`config.mk`:
```
export PLATFORM = sky130hd
export DESIGN_NAME = mult_issue_ctrl
export DESIGN_NICKNAME = d
export VERILOG_FILES = /design/src/rtl/mult_issue_ctrl.sv
export SDC_FILE = /design/constraint.sdc
export NUM_CORES = 1
export LEC_CHECK = 0
export CORE_ASPECT_RATIO = 0.6
export CORE_MARGIN = 3
export CORE_UTILIZATION = 40
export CTS_BUF_LIST = sky130_fd_sc_hd__clkbuf_4 sky130_fd_sc_hd__clkbuf_8
export CTS_CLUSTER_DIAMETER = 150
export DETAILED_ROUTE_END_ITERATION = 6
export GPL_TIMING_DRIVEN = 1
export MAX_ROUTING_LAYER = met4
export PLACE_DENSITY = 0.67
export SLEW_MARGIN = 20
export SYNTH_ARGS = -nofsm -noshare
export SYNTH_HDL_FRONTEND = slang
export SYNTH_SLANG_ARGS = --single-unit
```
`constraint.sdc`:
```
create_clock -name clock -period 3.8 [get_ports clock]
set_clock_uncertainty 0.1 [all_clocks]
set_input_delay 0.76 -clock clock [delete_from_list [all_inputs] [get_ports clock]]
set_output_delay 0.76 -clock clock [all_outputs]
set_load 0.05 [all_outputs]
```
`src/rtl/mult_issue_ctrl.sv`:
```
// mult_issue_ctrl: issue front end for a fixed-latency pipelined multiplier.
// Requests go straight to the multiplier. A shadow queue follows each op
// through the pipe so its result can be steered into a small output FIFO.
// The multiplier cannot stall, so issue is gated by output FIFO credits.
module mult_issue_ctrl #(
  parameter int unsigned XLEN        = 32,
  parameter int unsigned TAG_W       = 5,
  parameter int unsigned MULT_STAGES = 4,
  parameter int unsigned OUT_DEPTH   = 4
) (
  input  logic              clock,
  input  logic              reset,
  input  logic              req_valid,
  output logic              req_ready,
  input  logic [1:0]        req_func,
  input  logic [XLEN-1:0]   req_rs1,
  input  logic [XLEN-1:0]   req_rs2,
  input  logic [TAG_W-1:0]  req_tag,
  input  logic              flush,
  output logic              mult_start,
  output logic [1:0]        mult_mode,
  output logic [XLEN-1:0]   mult_mcand,
  output logic [XLEN-1:0]   mult_mplier,
  input  logic [2*XLEN-1:0] mult_product,
  input  logic              mult_done,
  output logic              rsp_valid,
  input  logic              rsp_ready,
  output logic [XLEN-1:0]   rsp_data,
  output logic [TAG_W-1:0]  rsp_tag,
  output logic              err_unexp_done
);

  localparam int unsigned SqPw = (MULT_STAGES > 1) ? $clog2(MULT_STAGES) : 1;
  localparam int unsigned SqCw = $clog2(MULT_STAGES + 1);
  localparam int unsigned OfPw = (OUT_DEPTH > 1) ? $clog2(OUT_DEPTH) : 1;
  localparam int unsigned OfCw = $clog2(OUT_DEPTH + 1);
  localparam int unsigned CrW  = $clog2(MULT_STAGES + OUT_DEPTH + 1);

  typedef enum logic [1:0] {
    FnMul    = 2'b00,
    FnMulh   = 2'b01,
    FnMulhsu = 2'b10,
    FnMulhu  = 2'b11
  } func_e;

  // Shadow queue: one entry per op inside the multiplier.
  logic [TAG_W-1:0]       sq_tag_q [MULT_STAGES];
  logic [MULT_STAGES-1:0] sq_hi_q;
  logic [MULT_STAGES-1:0] sq_killed_q, sq_killed_d;
  logic [SqPw-1:0]        sq_wr_q, sq_wr_d, sq_rd_q, sq_rd_d;
  logic [SqCw-1:0]        in_flight_q, in_flight_d;

  // Output FIFO.
  logic [XLEN-1:0]        of_data_q [OUT_DEPTH];
  logic [TAG_W-1:0]       of_tag_q [OUT_DEPTH];
  logic [OfPw-1:0]        of_wr_q, of_wr_d, of_rd_q, of_rd_d;
  logic [OfCw-1:0]        out_count_q, out_count_d;

  logic                   err_q, err_d;

  logic                   accept;
  logic                   sq_pop;
  logic                   unexp;
  logic                   head_killed;
  logic [XLEN-1:0]        res_word;
  logic                   of_wr;
  logic                   of_pop;
  logic [CrW-1:0]         credits_used;

  function automatic logic [SqPw-1:0] sq_inc(input logic [SqPw-1:0] p);
    return (p == SqPw'(MULT_STAGES - 1)) ? '0 : p + SqPw'(1);
  endfunction

  function automatic logic [OfPw-1:0] of_inc(input logic [OfPw-1:0] p);
    return (p == OfPw'(OUT_DEPTH - 1)) ? '0 : p + OfPw'(1);
  endfunction

  // Every op in the multiplier or the FIFO holds one credit; a same-cycle pop
  // only frees its credit once the registered count drops.
  assign credits_used = CrW'(in_flight_q) + CrW'(out_count_q);
  assign req_ready    = !reset && !flush && (credits_used < CrW'(OUT_DEPTH));
  assign accept       = req_valid && req_ready;

  assign mult_start   = accept;
  assign mult_mcand   = req_rs1;
  assign mult_mplier  = req_rs2;

  // Remap RISC-V funct to the multiplier's signedness mode.
  always_comb begin
    mult_mode = 2'b00;
    case (func_e'(req_func))
      FnMul:    mult_mode = 2'b00;
      FnMulh:   mult_mode = 2'b01;
      FnMulhsu: mult_mode = 2'b11;
      FnMulhu:  mult_mode = 2'b10;
      default:  mult_mode = 2'b00;
    endcase
  end

  assign sq_pop      = mult_done && (in_flight_q != '0);
  assign unexp       = mult_done && (in_flight_q == '0);
  assign head_killed = sq_killed_q[sq_rd_q];
  assign res_word    = sq_hi_q[sq_rd_q] ? mult_product[2*XLEN-1:XLEN] : mult_product[XLEN-1:0];
  // A completion landing in the flush cycle is dropped along with the FIFO.
  assign of_wr       = sq_pop && !head_killed && !flush;
  assign of_pop      = (out_count_q != '0) && rsp_ready;

  // Shadow queue next state: pointers, occupancy and kill marks.
  always_comb begin
    sq_wr_d     = sq_wr_q;
    sq_rd_d     = sq_rd_q;
    in_flight_d = in_flight_q;
    sq_killed_d = sq_killed_q;
    if (accept) begin
      sq_wr_d              = sq_inc(sq_wr_q);
      sq_killed_d[sq_wr_q] = 1'b0;
    end
    if (sq_pop) begin
      sq_rd_d = sq_inc(sq_rd_q);
    end
    if (accept && !sq_pop) begin
      in_flight_d = in_flight_q + SqCw'(1);
    end else if (!accept && sq_pop) begin
      in_flight_d = in_flight_q - SqCw'(1);
    end
    // Killed ops still drain through the multiplier and keep their credit.
    if (flush) begin
      sq_killed_d = '1;
    end
  end

  // Output FIFO next state; flush empties it on the following cycle.
  always_comb begin
    of_wr_d     = of_wr_q;
    of_rd_d     = of_rd_q;
    out_count_d = out_count_q;
    if (flush) begin
      of_wr_d     = '0;
      of_rd_d     = '0;
      out_count_d = '0;
    end else begin
      if (of_wr) begin
        of_wr_d = of_inc(of_wr_q);
      end
      if (of_pop) begin
        of_rd_d = of_inc(of_rd_q);
      end
      if (of_wr && !of_pop) begin
        out_count_d = out_count_q + OfCw'(1);
      end else if (!of_wr && of_pop) begin
        out_count_d = out_count_q - OfCw'(1);
      end
    end
  end

  assign err_d = err_q || unexp;

  // Control state registers with synchronous reset.
  always_ff @(posedge clock) begin
    if (reset) begin
      sq_wr_q     <= '0;
      sq_rd_q     <= '0;
      in_flight_q <= '0;
      sq_killed_q <= '0;
      of_wr_q     <= '0;
      of_rd_q     <= '0;
      out_count_q <= '0;
      err_q       <= 1'b0;
    end else begin
      sq_wr_q     <= sq_wr_d;
      sq_rd_q     <= sq_rd_d;
      in_flight_q <= in_flight_d;
      sq_killed_q <= sq_killed_d;
      of_wr_q     <= of_wr_d;
      of_rd_q     <= of_rd_d;
      out_count_q <= out_count_d;
      err_q       <= err_d;
    end
  end

  // Payload storage; validity is tracked by the pointers above.
  always_ff @(posedge clock) begin
    if (accept) begin
      sq_tag_q[sq_wr_q] <= req_tag;
      sq_hi_q[sq_wr_q]  <= (func_e'(req_func) != FnMul);
    end
    if (of_wr) begin
      of_data_q[of_wr_q] <= res_word;
      of_tag_q[of_wr_q]  <= sq_tag_q[sq_rd_q];
    end
  end

  assign rsp_valid      = !reset && (out_count_q != '0);
  assign rsp_data       = of_data_q[of_rd_q];
  assign rsp_tag        = of_tag_q[of_rd_q];
  assign err_unexp_done = err_q;

  // Credit accounting must make these unreachable.
  a_no_of_overflow : assert property (@(posedge clock) disable iff (reset)
    !(of_wr && (out_count_q == OfCw'(OUT_DEPTH))));
  a_no_sq_overflow : assert property (@(posedge clock) disable iff (reset)
    !(accept && !sq_pop && (in_flight_q == SqCw'(MULT_STAGES))));

endmodule

```
# == After elaboration in Yosys (flattened, before gate mapping) ==
# Memory sizes are Yosys's and may differ from the RTL's. A register that Yosys moved wholly into a read port is not among the register bits.
# Cells that the tools add are included.
# classes
n_addsub,9
n_eq_ne,7
n_mux,29
div,0
reduce_logical,31
multipliers,0
n_lt_le_gt_ge,4
n_shift,0
bitwise,2
# op_table
op,count
2-to-1 mux 32 bit,1
2-to-1 mux 2 bit,10
logical AND 1 bit,14
"== test 2 bit, second input constant",6
2-to-1 mux 3 bit,4
"adder 2 x 1 -> 2 bit, second input constant",4
2-to-1 mux 4 bit,2
one-hot mux 2 bit (4 select lines),1
nonzero test 2 bit,4
zero test 1 bit,7
2-to-1 mux 1 bit,7
"adder 3 x 1 -> 3 bit, second input constant",2
"less-than comparator 2 x 3 -> 1 bit, second input constant",2
nonzero test 3 bit,2
"subtractor 3 x 1 -> 3 bit, second input constant",2
adder 3 x 3 -> 4 bit,1
bitwise AND 4 bit,1
binary-select mux 1 bit (select 2 bit),2
bitwise mux 4 bit,1
"less-than comparator 4 x 3 -> 1 bit, second input constant",1
inverter 4 bit,1
zero test 3 bit,1
demux 1 bit (select 2 bit),1
"== test 2 x 1 -> 1 bit, second input constant",1
other kinds (4),4
# word_totals
input_bits,141
memories,3
latch_bits,0
regBits,23
elab_cells,94
ramBits,168
romBits,0
# mem_list
name,words,word_bits,rd,rd_ports_with_merged_regs,wr,line_no,rtl
of_data_q,4,32,1,1,1,54,logic [XLEN-1:0] of_data_q [OUT_DEPTH];
of_tag_q,4,5,1,1,1,55,logic [TAG_W-1:0] of_tag_q [OUT_DEPTH];
sq_tag_q,4,5,1,1,1,47,logic [TAG_W-1:0] sq_tag_q [MULT_STAGES];

# == Logic depth before layout (Yosys ltp) ==
# Gate-level depths: netlist of run 1.
# logic_depth
word_depth,9
depth_mapped,10

# == Worst setup path before layout of run 1 ==
# No wires, ideal clock.
# synth_path
path_kind,input-to-reg
start,input reset
end,register in_flight_q[2]
arrival_ns,2.728
required_ns,3.629
setup_ns,0.071
slack_ns,0.902
stages,9
path_cell_list,nor2_1 and4_1 buf_2 ha_1 inv_1 fa_1 xor2_1 or3_1 a21oi_1
# synth_between
elab_chain_cells,7
elab_cells_between_ends,9
# synth_rtl
item,line_no,rtl
"start, declared",12,"input logic reset,"
zero test 1 bit *,81,assign req_ready = !reset && !flush && (credits_used < CrW'(OUT_DEPTH));
logical AND 1 bit * (2 in a row),81,
logical AND 1 bit *,82,assign accept = req_valid && req_ready;
net mult_start,20,"output logic mult_start,"
zero test 1 bit,123,end else if (!accept && sq_pop) begin
logical AND 1 bit,123,
nonzero test 2 bit (no source line),n/a,
"end signal, assigned",172,in_flight_q <= in_flight_d;
"end, declared",51,"logic [SqCw-1:0] in_flight_q, in_flight_d;"
# The timed path passes the listed nets; every way through them passes the cells marked *.
# A chain may end at the register's enable or synchronous reset.

==> results of run 1 <==
## per-stage QoR
| stage | instance area, um^2 | power (mW) | utilization, % |
|---|---|---|---|
| floorplan | 8370 | 3.65 | - |
| CTS | 9840 | 5.07 | 48.6 |
| finish | 9840 | 5.02 | 48.6 |
| detailed placement | 9490 | 3.86 | 46.8 |
| global placement | 9490 | 3.82 | 46.8 |
| global route | 9840 | 5.23 | 48.6 |
## tightest hold or removal path, stage by stage (launching register included)
cell	delay [ps]
dfxtp_1	350
a21oi_1	50
nor2_1	70
## per-layer routing
layer / vias to the layer above / wire (um) / part of all wire (%)
met4: 0 / 349 / 2.2
li1: 1795 / - / -
met5: - / 0 / 0
met1: 2026 / 7060 / 45
met2: 131 / 7330 / 47
met3: 50 / 965 / 6.1
## path summary, 6_finish.rpt
check / start / endpoint / slack, ps / depth (start not counted)
setup / recovery: flop / rsp_data[4] / 370 / 3
hold / removal: err_unexp_done / err_unexp_done / 390 / 2
setup reg to reg: sq_rd_q[0] / out_count_q[2] / 980 / 8
hold reg to reg: err_unexp_done / err_unexp_done / 390 / 2
## power groups by stage
stage / registers (mW) / clock network, mW / logic (mW)
after floorplan: 2.64 / 0 / 1.01
final: 2.61 / 1.23 / 1.19
after global routing: 2.62 / 1.34 / 1.27
after global placement: 2.65 / 0 / 1.17
after CTS: 2.61 / 1.26 / 1.21
after detailed placement: 2.66 / 0 / 1.20
## cell families after synthesis
| family | count (synthesis) | share of synthesized area (%) |
|---|---|---|
| mux | 84 | 18.5 |
| xor+xnor | 4 | 0.418 |
| compound gates | 13 | 1.02 |
| buf+inv | 88 | 7.16 |
| fa+ha+maj | 19 | 3.02 |
| flops | 195 | 67.2 |
| simple gates | 43 | 2.71 |
## cells in the final DEF, fill, tap and decap left out, types with 2 or more instances in the layout
cell,n
mux2_2,4
mux2_4,30
o21ai_0,2
mux4_2,44
dfxtp_1,21
clkinvlp_4,2
dfxtp_2,2
inv_8,2
and2_2,4
fa_1,2
ha_1,17
edfxtp_1,172
buf_12,5
a211oi_1,4
nand2_1,5
clkbuf_8,17
clkinv_4,3
xor2_1,4
buf_4,8
clkdlybuf4s50_1,117
nor2_1,15
mux2i_1,6
inv_6,4
or3_1,4
and2_1,4
a21oi_1,5
nor3_1,4
or2_2,2
inv_1,9
## registers in the layout (all words and copies together) (netlist names), named ones only
signal and flops:
of_tag_q 20, out_count_q 3, err_unexp_done 1, sq_killed_q 4, of_rd_q 2, of_wr_q 2, sq_hi_q 4, sq_tag_q 20
of_data_q 128, sq_wr_q 2, sq_rd_q 2, in_flight_q 3
## final cells by class
cell class	instances	share of cell area, %
clock inverter	14	1.26
clock buffer	17	2.38
timing repair buffer	130	13.5
sequential	195	57.2
multi-input combinational	163	21.9
inverter	9	0.343
tap	273	3.47
==> impl_metrics.json, run 1 <==
{
  "hpwl_mm": 10.7,
  "avgRoutedWirePerCell_um": 19.6,
  "regArea_mm2": 0.00563,
  "drive_gt1_share_pct": 25.0,
  "use_met1_pct": 18.9,
  "row_count": 40,
  "antenna_cells": 0,
  "fillerInstances": 1697,
  "cp_cell_sequence": "buf_4 -> mux4_2 -> clkdlybuf4s50_1",
  "ios": 248,
  "die_w_um": 193,
  "grt_busiest_layer": "met2",
  "worst_setup_path_end_kind": "output pin",
  "arrival_ps": 2570,
  "hold_buffers": 0,
  "firstDrtPassIters": 4,
  "synth.area.top_cells": "edfxtp_1, mux4_2, buf_4, dfxtp_1, mux2_4",
  "insertion_delay_ps": 450,
  "dp_cells": 770,
  "cts_tree": "built",
  "grt_use_total_pct": 14.4,
  "portBuffers": 119,
  "final_cells": 801,
  "synth_edf_count": 172,
  "crit_slowest_cell": "clkdlybuf4s50_1",
  "clockRootBuffer": "clkbuf_8",
  "yosysMostFrequentCell": "edfxtp_1",
  "path_class": "reg -> out",
  "die_y_um": 118,
  "clockBufferDepth": 2,
  "synth_nets": 606,
  "max_freq_mhz": 292,
  "maxCapViolCount": 0,
  "yosys.area.top_type": "edfxtp_1",
  "max_stage_delay_ps": 760,
  "clkSinkCount": 195,
  "fp.dieArea_mm2": 0.0228,
  "setup_tns_ps": 0,
  "peakVddDrop_mv": 0.249,
  "outcome": "completed",
  "grt_pass1_vias": 4326,
  "slew_viol_final": 0,
  "cts-resized-gates": 0,
  "ys_ff_latch": 195,
  "netlist_top_cells_count": "edfxtp_1, buf_4, mux4_2",
  "cts_max_level": 4,
  "gr-total-overflow": 0,
  "use_met3_pct": 3.33,
  "holdWs_ps": 390,
  "rsz0062_at_grt": "no",
  "synth_top_flop_cell": "edfxtp_1",
  "drc": 0,
  "hold_path_class": "reg -> reg",
  "hold_violations": 0,
  "powerDensity_mw_per_mm2": 510,
  "ys_seq_area_share_pct": 67.2,
  "intPower_mw": 3.54,
  "leakage_nw": 3.29,
  "switchingPower_mw": 1.48,
  "grt_first_pass_wirelength_mm": 24.0,
  "wl_mm": 15.7,
  "worstMarginPinSlew_ps": 712,
  "clkPwrFrac_pct": 24.4,
  "clkTransAtPathRegs_ps": 100,
  "syn_inst": 446,
  "syn_to_final_growth_pct": 17.6,
  "path_delay_family": "buffers and inverters",
  "grt_max_degree": 25,
  "layout.nets": 676,
  "start_util_pct": 41.3,
  "synth.top_cell.area_share_pct": 61.7,
  "vias": 4002,
  "crit_path_start_kind": "flop",
  "yosysUniqueCellTypes": 30,
  "vias_per_cell": 5.00,
  "multi_input_area_mm2": 0.00215,
  "setup_ws_ps": 372,
  "antenna_found_initial": 0,
  "gp_congestion": 0.742,
  "postRouteAntennaNets": 0,
  "core_area_mm2": 0.0203,
  "drt_iter0_drc": 200,
  "syn_area_mm2": 0.00837,
  "avgSynthCellArea_um2": 18.8,
  "max_slew_margin_pct": 52.6,
  "postCtsSetupBuffers": 0,
  "switching_share_pct": 29.5,
  "async_flop_share_pct": 0,
  "ys.warnings.count": 0,
  "setup_viol": 0,
  "comb_power_share_pct": 23.7,
  "final.min_clock_period_ps": 3430,
  "critPathBufInv": 2,
  "place_ws_ps": 461,
  "cp_max_fo": 24,
  "p_seq_share_pct": 51.9,
  "cts_buffers": 17,
  "critPathRequiredTime_ps": 2940,
  "period_share_pct": 90.2,
  "met2_usage_pct": 21.9
}
Power figures use the tool's default switching activity.
==> run 2, diff against run 1 <==
- TNS_END_PERCENT: not set -> 1
==> results of run 2 <==
Final layout, timing and power as in run 1 (identical DEF).
==> run 3, diff against run 2 <==
- SETUP_SLACK_MARGIN: not set -> 0.1
==> results of run 3 <==
Final layout, timing and power as in run 1 (identical DEF).
